File: src/rtl/byte_packer_if.sv
// Byte-in / block-out bus for byte_packer: byte stream with abort on one side,
// 128-bit block handshake plus partial-fill count on the other.
interface byte_packer_if;
    logic [7:0]   in_byte;
    logic         in_valid;
    logic         in_ready;
    logic         abort;
    logic [127:0] out;
    logic         out_valid;
    logic         out_ready;
    logic [3:0]   count;

    modport master (
        output in_byte, in_valid, abort, out_ready,
        input  in_ready, out, out_valid, count
    );

    modport slave (
        input  in_byte, in_valid, abort, out_ready,
        output in_ready, out, out_valid, count
    );
endinterface

File: src/rtl/byte_packer.sv
// Packs 16 consecutive bytes (first byte in the LSBs) into a 128-bit block held
// in a single output register; the assembly register refills while the block waits.
module byte_packer (
    input  logic         clk,
    input  logic         rst,
    byte_packer_if.slave bus
);
    logic [127:0] r_asm;
    logic [127:0] r_out;
    logic [3:0]   r_count;
    logic         r_out_valid;

    logic [127:0] w_asm_next;
    logic         w_in_ready;
    logic         w_in_xfer;
    logic         w_out_xfer;
    logic         w_complete;

    // Only the lane addressed by the fill count takes the incoming byte.
    generate
        for (genvar gi = 0; gi < 16; gi++) begin : g_lane
            assign w_asm_next[8*gi +: 8] = (r_count == 4'(gi)) ? bus.in_byte
                                                                : r_asm[8*gi +: 8];
        end
    endgenerate

    // Stall only when the next byte would complete a block and the held block
    // cannot leave this cycle; during reset the port stays open (bytes are dropped).
    assign w_in_ready = !bus.abort &&
                        (rst || !((r_count == 4'hF) && r_out_valid && !bus.out_ready));
    assign w_in_xfer  = bus.in_valid && w_in_ready;
    assign w_out_xfer = r_out_valid && bus.out_ready;
    assign w_complete = w_in_xfer && (r_count == 4'hF);

    always_ff @(posedge clk) begin
        if (rst) begin
            r_asm       <= '0;
            r_count     <= '0;
            r_out       <= '0;
            r_out_valid <= 1'b0;
        end else begin
            if (bus.abort) begin
                r_asm   <= '0;
                r_count <= '0;
            end else if (w_in_xfer) begin
                r_asm   <= w_complete ? '0 : w_asm_next;
                r_count <= r_count + 4'd1;
            end

            if (w_complete) begin
                r_out       <= w_asm_next;
                r_out_valid <= 1'b1;
            end else if (w_out_xfer) begin
                r_out_valid <= 1'b0;
            end
        end
    end

    assign bus.in_ready  = w_in_ready;
    assign bus.out       = r_out;
    assign bus.out_valid = r_out_valid;
    assign bus.count     = r_count;
endmodule

File: src/flat_wrapper.sv
// flat-port wrapper written by rule: the top's interface ports become plain ports
module byte_packer_flat 
  (clk, rst, bus_in_byte, bus_in_valid, bus_abort, bus_out_ready, bus_in_ready, bus_out, bus_out_valid, bus_count);
  byte_packer_if bus_i ();
  input  logic clk;
  input  logic rst;
  input wire logic [$bits(bus_i.in_byte)-1:0] bus_in_byte;
  input wire logic [$bits(bus_i.in_valid)-1:0] bus_in_valid;
  input wire logic [$bits(bus_i.abort)-1:0] bus_abort;
  input wire logic [$bits(bus_i.out_ready)-1:0] bus_out_ready;
  output wire logic [$bits(bus_i.in_ready)-1:0] bus_in_ready;
  output wire logic [$bits(bus_i.out)-1:0] bus_out;
  output wire logic [$bits(bus_i.out_valid)-1:0] bus_out_valid;
  output wire logic [$bits(bus_i.count)-1:0] bus_count;
  assign bus_i.in_byte = bus_in_byte;
  assign bus_i.in_valid = bus_in_valid;
  assign bus_i.abort = bus_abort;
  assign bus_i.out_ready = bus_out_ready;
  assign bus_in_ready = bus_i.in_ready;
  assign bus_out = bus_i.out;
  assign bus_out_valid = bus_i.out_valid;
  assign bus_count = bus_i.count;
  byte_packer u_core (.clk(clk), .rst(rst), .bus(bus_i));
endmodule
File: config.mk
export PLATFORM = sky130hd
export DESIGN_NAME = byte_packer_flat
export DESIGN_NICKNAME = d
export VERILOG_FILES = /design/src/rtl/byte_packer_if.sv /design/src/rtl/byte_packer.sv /design/src/flat_wrapper.sv
export SDC_FILE = /design/constraint.sdc
export NUM_CORES = 1
export LEC_CHECK = 0
export ABC_AREA = 1
export CORE_ASPECT_RATIO = 1.75
export CORE_UTILIZATION = 51
export DETAILED_ROUTE_END_ITERATION = 6
export GPL_TIMING_DRIVEN = 0
export PLACE_DENSITY = 0.82
export SYNTH_ARGS = -nofsm -noshare
export SYNTH_HDL_FRONTEND = slang
export SYNTH_SLANG_ARGS = --single-unit
File: constraint.sdc
create_clock -name clk -period 1.8 [get_ports clk]
set_input_delay 0.36 -clock clk [delete_from_list [all_inputs] [get_ports clk]]
set_output_delay 0.36 -clock clk [all_outputs]
set_load 0.005 [all_outputs]
==> results of run 1 <==
## cells in the mapped netlist
| master | instances |
|---|---|
| nand2_1 | 551 |
| inv_1 | 366 |
| nor2_1 | 263 |
| dfxtp_1 | 253 |
| o21ai_0 | 204 |
| nand3_1 | 177 |
| clkbuf_1 | 68 |
| a21oi_1 | 66 |
| buf_2 | 51 |
| and2_1 | 27 |
| buf_1 | 15 |
| o21ai_1 | 10 |
| buf_6 | 9 |
| buf_4 | 7 |
| ha_1 | 4 |
| nand3_2 | 3 |
| nand4_1 | 3 |
| nor2_2 | 3 |
| clkinv_1 | 1 |
| inv_2 | 1 |
| nand2_2 | 1 |
| nor2_4 | 1 |
| xor2_1 | 1 |
## state kept, by name (all words and copies together) (netlist names)
register,flops
u_core.bus.count,4
u_core.bus.out,128
u_core.r_asm,120
u_core.bus.out_valid,1
## layer usage
metal	track usage	vias to the layer above	share of wire
met5	0	-	0
met4	0.232	0	0.090
met3	0.0539	300	0.089
met2	0.530	818	0.48
met1	0.327	6459	0.34
li1	-	6708	-
## power by group through the flow
stage | registers (uW) | clock network (uW) | logic [uW]
3_3_place_gp | 5840 | 0 | 897
5_1_grt | 5720 | 5120 | 1180
6_report | 5720 | 4900 | 1090
3_5_place_dp | 5840 | 0 | 921
2_1_floorplan | 5840 | 0 | 641
4_1_cts | 5710 | 4860 | 965
## kinds of logic (layout without fill, tap and decap cells)
family,after synthesis,in the layout,share of synthesized area
buf+inv,518,746,0.164
fa+ha+maj,4,4,0.00390
xor+xnor,1,1,0.000683
simple gates,1029,1029,0.327
flops,253,253,0.395
compound gates,280,280,0.109
## cell type report
class	count	area (sq um)	share of cell area
inverter	368	1390	0.0787
clock inverter	7	60.1	0.00339
sequential	253	5080	0.287
timing repair buffer	195	2260	0.128
buffer	143	1140	0.0642
clock buffer	33	663	0.0375
multi-input combinational	1314	6720	0.380
tap	312	390	0.0221
## what timing repair did
item,CTS,global route
pin swaps,22,51
setup buffers,19,12
cloned,10,14
endpoints found under the setup margin,258,256
gates resized for setup,251,442
hold endpoints to repair,0,0
## worst max path at each step
stage                               to  slack, ns  cells past startpoint
floorplan           u_core.bus.out[22]       0.08                      8
global placement    u_core.bus.out[36]      -0.88                      6
detailed placement  u_core.bus.out[44]      -0.94                      6
CTS                       bus_in_ready      -0.16                      7
global route              bus_in_ready      -0.15                      6
finish                    bus_in_ready      -0.11                      6
## stage by stage
stage	TNS [ns]	hold WS (ns)	setup slack, ns	std cells
global route	-7.96	0.494	-0.149	2625
floorplan	0	0.492	0.0824	2085
global placement	-109.62	0.497	-0.884	2541
CTS	-7.52	0.417	-0.164	2605
detailed placement	-115.56	0.501	-0.942	2541
finish	-1.99	0.474	-0.112	2625
## critical path, stage by stage (launching register included)
cell     delay, ns
dfxtp_4       0.36
buf_8         0.12
buf_6         0.10
nand3_4       0.09
nor2_4        0.15
nor2_4        0.06
buf_6         0.13
==> flow_summary_export.csv, run 1 <==
group,metric,value,unit
power,power_density,661,nW/um^2
synth,syn_area,12800,sq um
floorplan,die_h,212,microns
final_layout,insertedDiodeCount,0,
grt,gr-total-overflow,0,
job,drv_cap,0,
floorplan,die-area,25800,sq um
drt,avgViaCountPerCell,5.44,
synth,ys_seq_area_frac,0.395,
grt,grt_max_degree,16,
cts,clockRootBuffer,"clkbuf_16",
cts,clock-sinks,253,
grt,track_usage,0.307,
hold_path,whs_endpoint,"u_core.bus.out[123]",
setup_path,crit_fanout,6,
setup_path,reg2reg_slack,-0.08,ns
cts,cts_made_buffers,23,
timing,slew_violations,0,
timing,setup_viol,78,
synth,synth.distinct_cells,23,
drt,vias,14300,
drt,final_antenna_net_count,0,
hold_path,hp-class,"in2reg",
drt,firstDrtPassIters,6,
setup_path,cp-end-kind,"primary output",
timing,fmax,523,MHz
cts,clockBufferDepth,3,
hold_path,worstHoldStart,"bus_in_byte[3]",
synth,synthesis.nets,2102,
grt,antenna_found_initial,0,
power,p_clk_frac,0.419,
timing,hold_viol,0,
final_layout,nets,2315,
hold_path,min_path_cells,3,
setup_path,worst-r2r-cell-count,11,
floorplan,die_width,122,microns
setup_path,arrival,1.55,ns
power,total_power,11700,uW
timing,period_needed,1.91,ns
drt,drt_wl_total,45.2,mm
timing,slew_headroom,0.319,
cts,htree_levels,1,
power,p_int,8710,uW
synth,synthCells,2085,
timing,fin_crit_sh,1.06,
place,numPortBuffers,144,
power,sequentialPowerShare,0.488,
final_layout,utilization,0.719,
synth,synthTopCellsByArea,"dfxtp_1 40%, nand2_1 16%, inv_1 11%",
grt,grt_pass1_wl,62.1,mm
cts,clkLatencyLatePin,0.53,ns
drt,drtIter0Drc,1419,
floorplan,coreArea,24600,sq um
floorplan,rows,76,
place,dpl-instance-area,14700,sq um
outcome,violations,"negative setup slack",
grt,grt_pass1_vias,12600,
place,hpwl,26.5,mm
drt,wire_per_inst,17.2,microns
cts,cts_tree,"yes",
final_layout,syn2layout_area_growth,38.1,%
final_layout,layout_commonest_cell,"nand2_1",
power,p_switching,3000,uW
drt,drc,0,
power,p_sw_frac,0.256,
floorplan,initial_utilization,0.521,
synth,yosys_warnings,0,
final_layout,layout-drive-gt1-share,0.190,
power,pwr-share-comb,0.093,
synth,yosys.area.top_type,"dfxtp_1",
synth,ys_ff_latch,253,
setup_path,r2r_start,"u_core.bus.count[1]",
floorplan,io_pins,147,
synth,synth_top_area_frac,0.395,
place,gp_congestion,0.929,
setup_path,start_kind,"register",
setup_path,startpoint,"u_core.bus.count[2]",
timing,rsz0062_at_grt,"yes",
final_layout,final_cell_mix,"447 x nand2_1, 354 x inv_1, 251 x nor2_1",
power,p_leak,0.00809,uW
cts,postCtsHoldBufs,0,
outcome,status,"complete, but fails checks",
final_layout,fin_area,17700,sq um
timing,max_slew.worst_pin.slew,1.02,ns
power,peakVddDrop,0.000802,V
cts,path_clk_slew,0.07,ns
setup_path,worstPathRequired,1.44,ns
final_layout,fillers,1773,
setup_path,r2r-end,"u_core.bus.out[52]",
setup_path,critPathKind,"reg2out",
timing,finalClockSkew,0.00993,ns
synth,synth.avg_cell_area,6.15,sq um
timing,worst_slack,-0.112,ns
Note: power is estimated with default switching activity, not from simulation.
==> run 2: changes to the inputs <==
Settings changed: CORE_MARGIN set to 4.
==> flow_summary_export.csv, run 2 (same netlist as run 1, synthesis figures left out) <==
group,metric,value,unit
drt,avgViaCountPerCell,5.16,
setup_path,crit_fanout,5,
floorplan,io_pins,147,
drt,vias,13400,
outcome,violations,"negative setup slack",
final_layout,largest_reg_flops,128,
floorplan,rows,76,
cts,postCtsHoldBufs,0,
cts,clockRootBuffer,"clkbuf_16",
timing,slew_violations,0,
timing,fin_setup_tns,-0.124,ns
grt,gr-total-overflow,0,
setup_path,worst-r2r-cell-count,9,
drt,wire_per_inst,15.1,microns
power,p_leak,0.00744,uW
timing,fin_crit_sh,1.03,
final_layout,nets,2278,
job,drv_cap,0,
final_layout,fillers,2214,
timing,finalClockSkew,0.00900,ns
timing,worst_slack,-0.0535,ns
final_layout,final_cell_mix,"551 x nand2_1, 366 x inv_1, 259 x nor2_1",
grt,antenna_found_initial,0,
drt,firstDrtPassIters,6,
cts,clock-sinks,253,
cts,clockBufferDepth,3,
timing,rsz0062_at_grt,"yes",
final_layout,layout-drive-gt1-share,0.0830,
power,power_density,733,nW/um^2
timing,fmax,540,MHz
final_layout,syn2layout_area_growth,22.8,%
final_layout,insertedDiodeCount,0,
cts,clkLatencyLatePin,0.53,ns
power,peakVddDrop,0.000663,V
drt,drt_wl_total,39.2,mm
setup_path,start_kind,"register",
cts,path_clk_slew,0.07,ns
setup_path,cp-end-kind,"primary output",
cts,cts_made_buffers,23,
grt,track_usage,0.270,
floorplan,die_width,128,microns
timing,setup_viol,10,
place,numPortBuffers,144,
drt,drtIter0Drc,968,
floorplan,die_h,218,microns
place,dpl_worst_slack,-0.835,ns
setup_path,arrival,1.49,ns
setup_path,critPathKind,"reg2out",
timing,max_slew.worst_pin.slew,0.706,ns
floorplan,initial_utilization,0.519,
grt,grt_pass1_wl,61.3,mm
timing,slew_headroom,0.529,
final_layout,layout_commonest_cell,"nand2_1",
grt,grt_max_degree,16,
outcome,status,"complete, but fails checks",
setup_path,worstPathRequired,1.44,ns
drt,drc,0,
floorplan,die-area,27800,sq um
timing,period_needed,1.85,ns
place,gp_congestion,0.933,
final_layout,utilization,0.637,
timing,hold_viol,0,
place,hpwl,27.0,mm
drt,final_antenna_net_count,0,
cts,cts_tree,"yes",
hold_path,min_path_cells,3,
grt,grt_pass1_vias,12600,
cts,htree_levels,1,
floorplan,coreArea,24700,sq um
hold_path,hp-class,"in2reg",
## run 2: cell count changes in the layout (fill, tap and decap cells not counted), sizes merged
cell and delta:
inv +2, clkinv -2, clkinvlp -1, buf -35, clkdlybuf4s50 +1, bufinv -1
## run 2: where the power goes
| group | internal [uW] | switching, uW |
|---|---|---|
| registers | 5680 | 39.6 |
| logic | 311 | 677 |
| clock network | 2650 | 2190 |
| total | 8630 | 2910 |
## run 2: cell type report
| cell class | count | area [sq um] | area share |
|---|---|---|---|
| clock buffer | 36 | 694 | 0.0441 |
| sequential | 253 | 5080 | 0.323 |
| timing repair buffer | 158 | 1540 | 0.0980 |
| buffer | 143 | 847 | 0.0538 |
| multi-input combinational | 1314 | 5770 | 0.367 |
| inverter | 368 | 1380 | 0.0878 |
| clock inverter | 5 | 27.5 | 0.00175 |
| tap | 312 | 390 | 0.0248 |
## run 2: worst paths after layout
path                        from             endpoint  slack, ns
max          u_core.bus.count[0]         bus_in_ready      -0.05
min               bus_in_byte[5]  u_core.bus.out[125]       0.44
max reg2reg  u_core.bus.count[2]  u_core.bus.out[105]      -0.02
min reg2reg  u_core.bus.out[106]  u_core.bus.out[106]       0.51
## run 2: per-stage QoR
stage	instances	instance area, sq um	power, uW	hold WS, ns
floorplan	2085	12800	6480	0.492
global placement	2541	14700	6740	0.497
detailed placement	2541	14700	6770	0.502
CTS	2589	15600	11500	0.392
global route	2589	15700	11900	0.487
finish	2589	15700	11500	0.435
## run 2: layer usage
metal	vias up	track usage	part of all wire
li1	6625	-	-
met1	6001	0.286	0.36
met2	548	0.474	0.48
met3	192	0.0463	0.076
met4	0	0.195	0.079
met5	-	0	0
## run 2: timing repair
action / 4_1_cts / 5_1_grt
resized for setup: 99 / 142
setup buffers: 10 / 4
gates cloned: 1 / 0
setup endpoints to repair: 260 / 254
pin swaps: 3 / 6
## run 2: critical path: stages (launching register included)
cell and delay, ns:
dfxtp_4 0.38, ha_4 0.17, nand3_4 0.09, nor2_4 0.14, nor2_4 0.06, buf_6 0.13
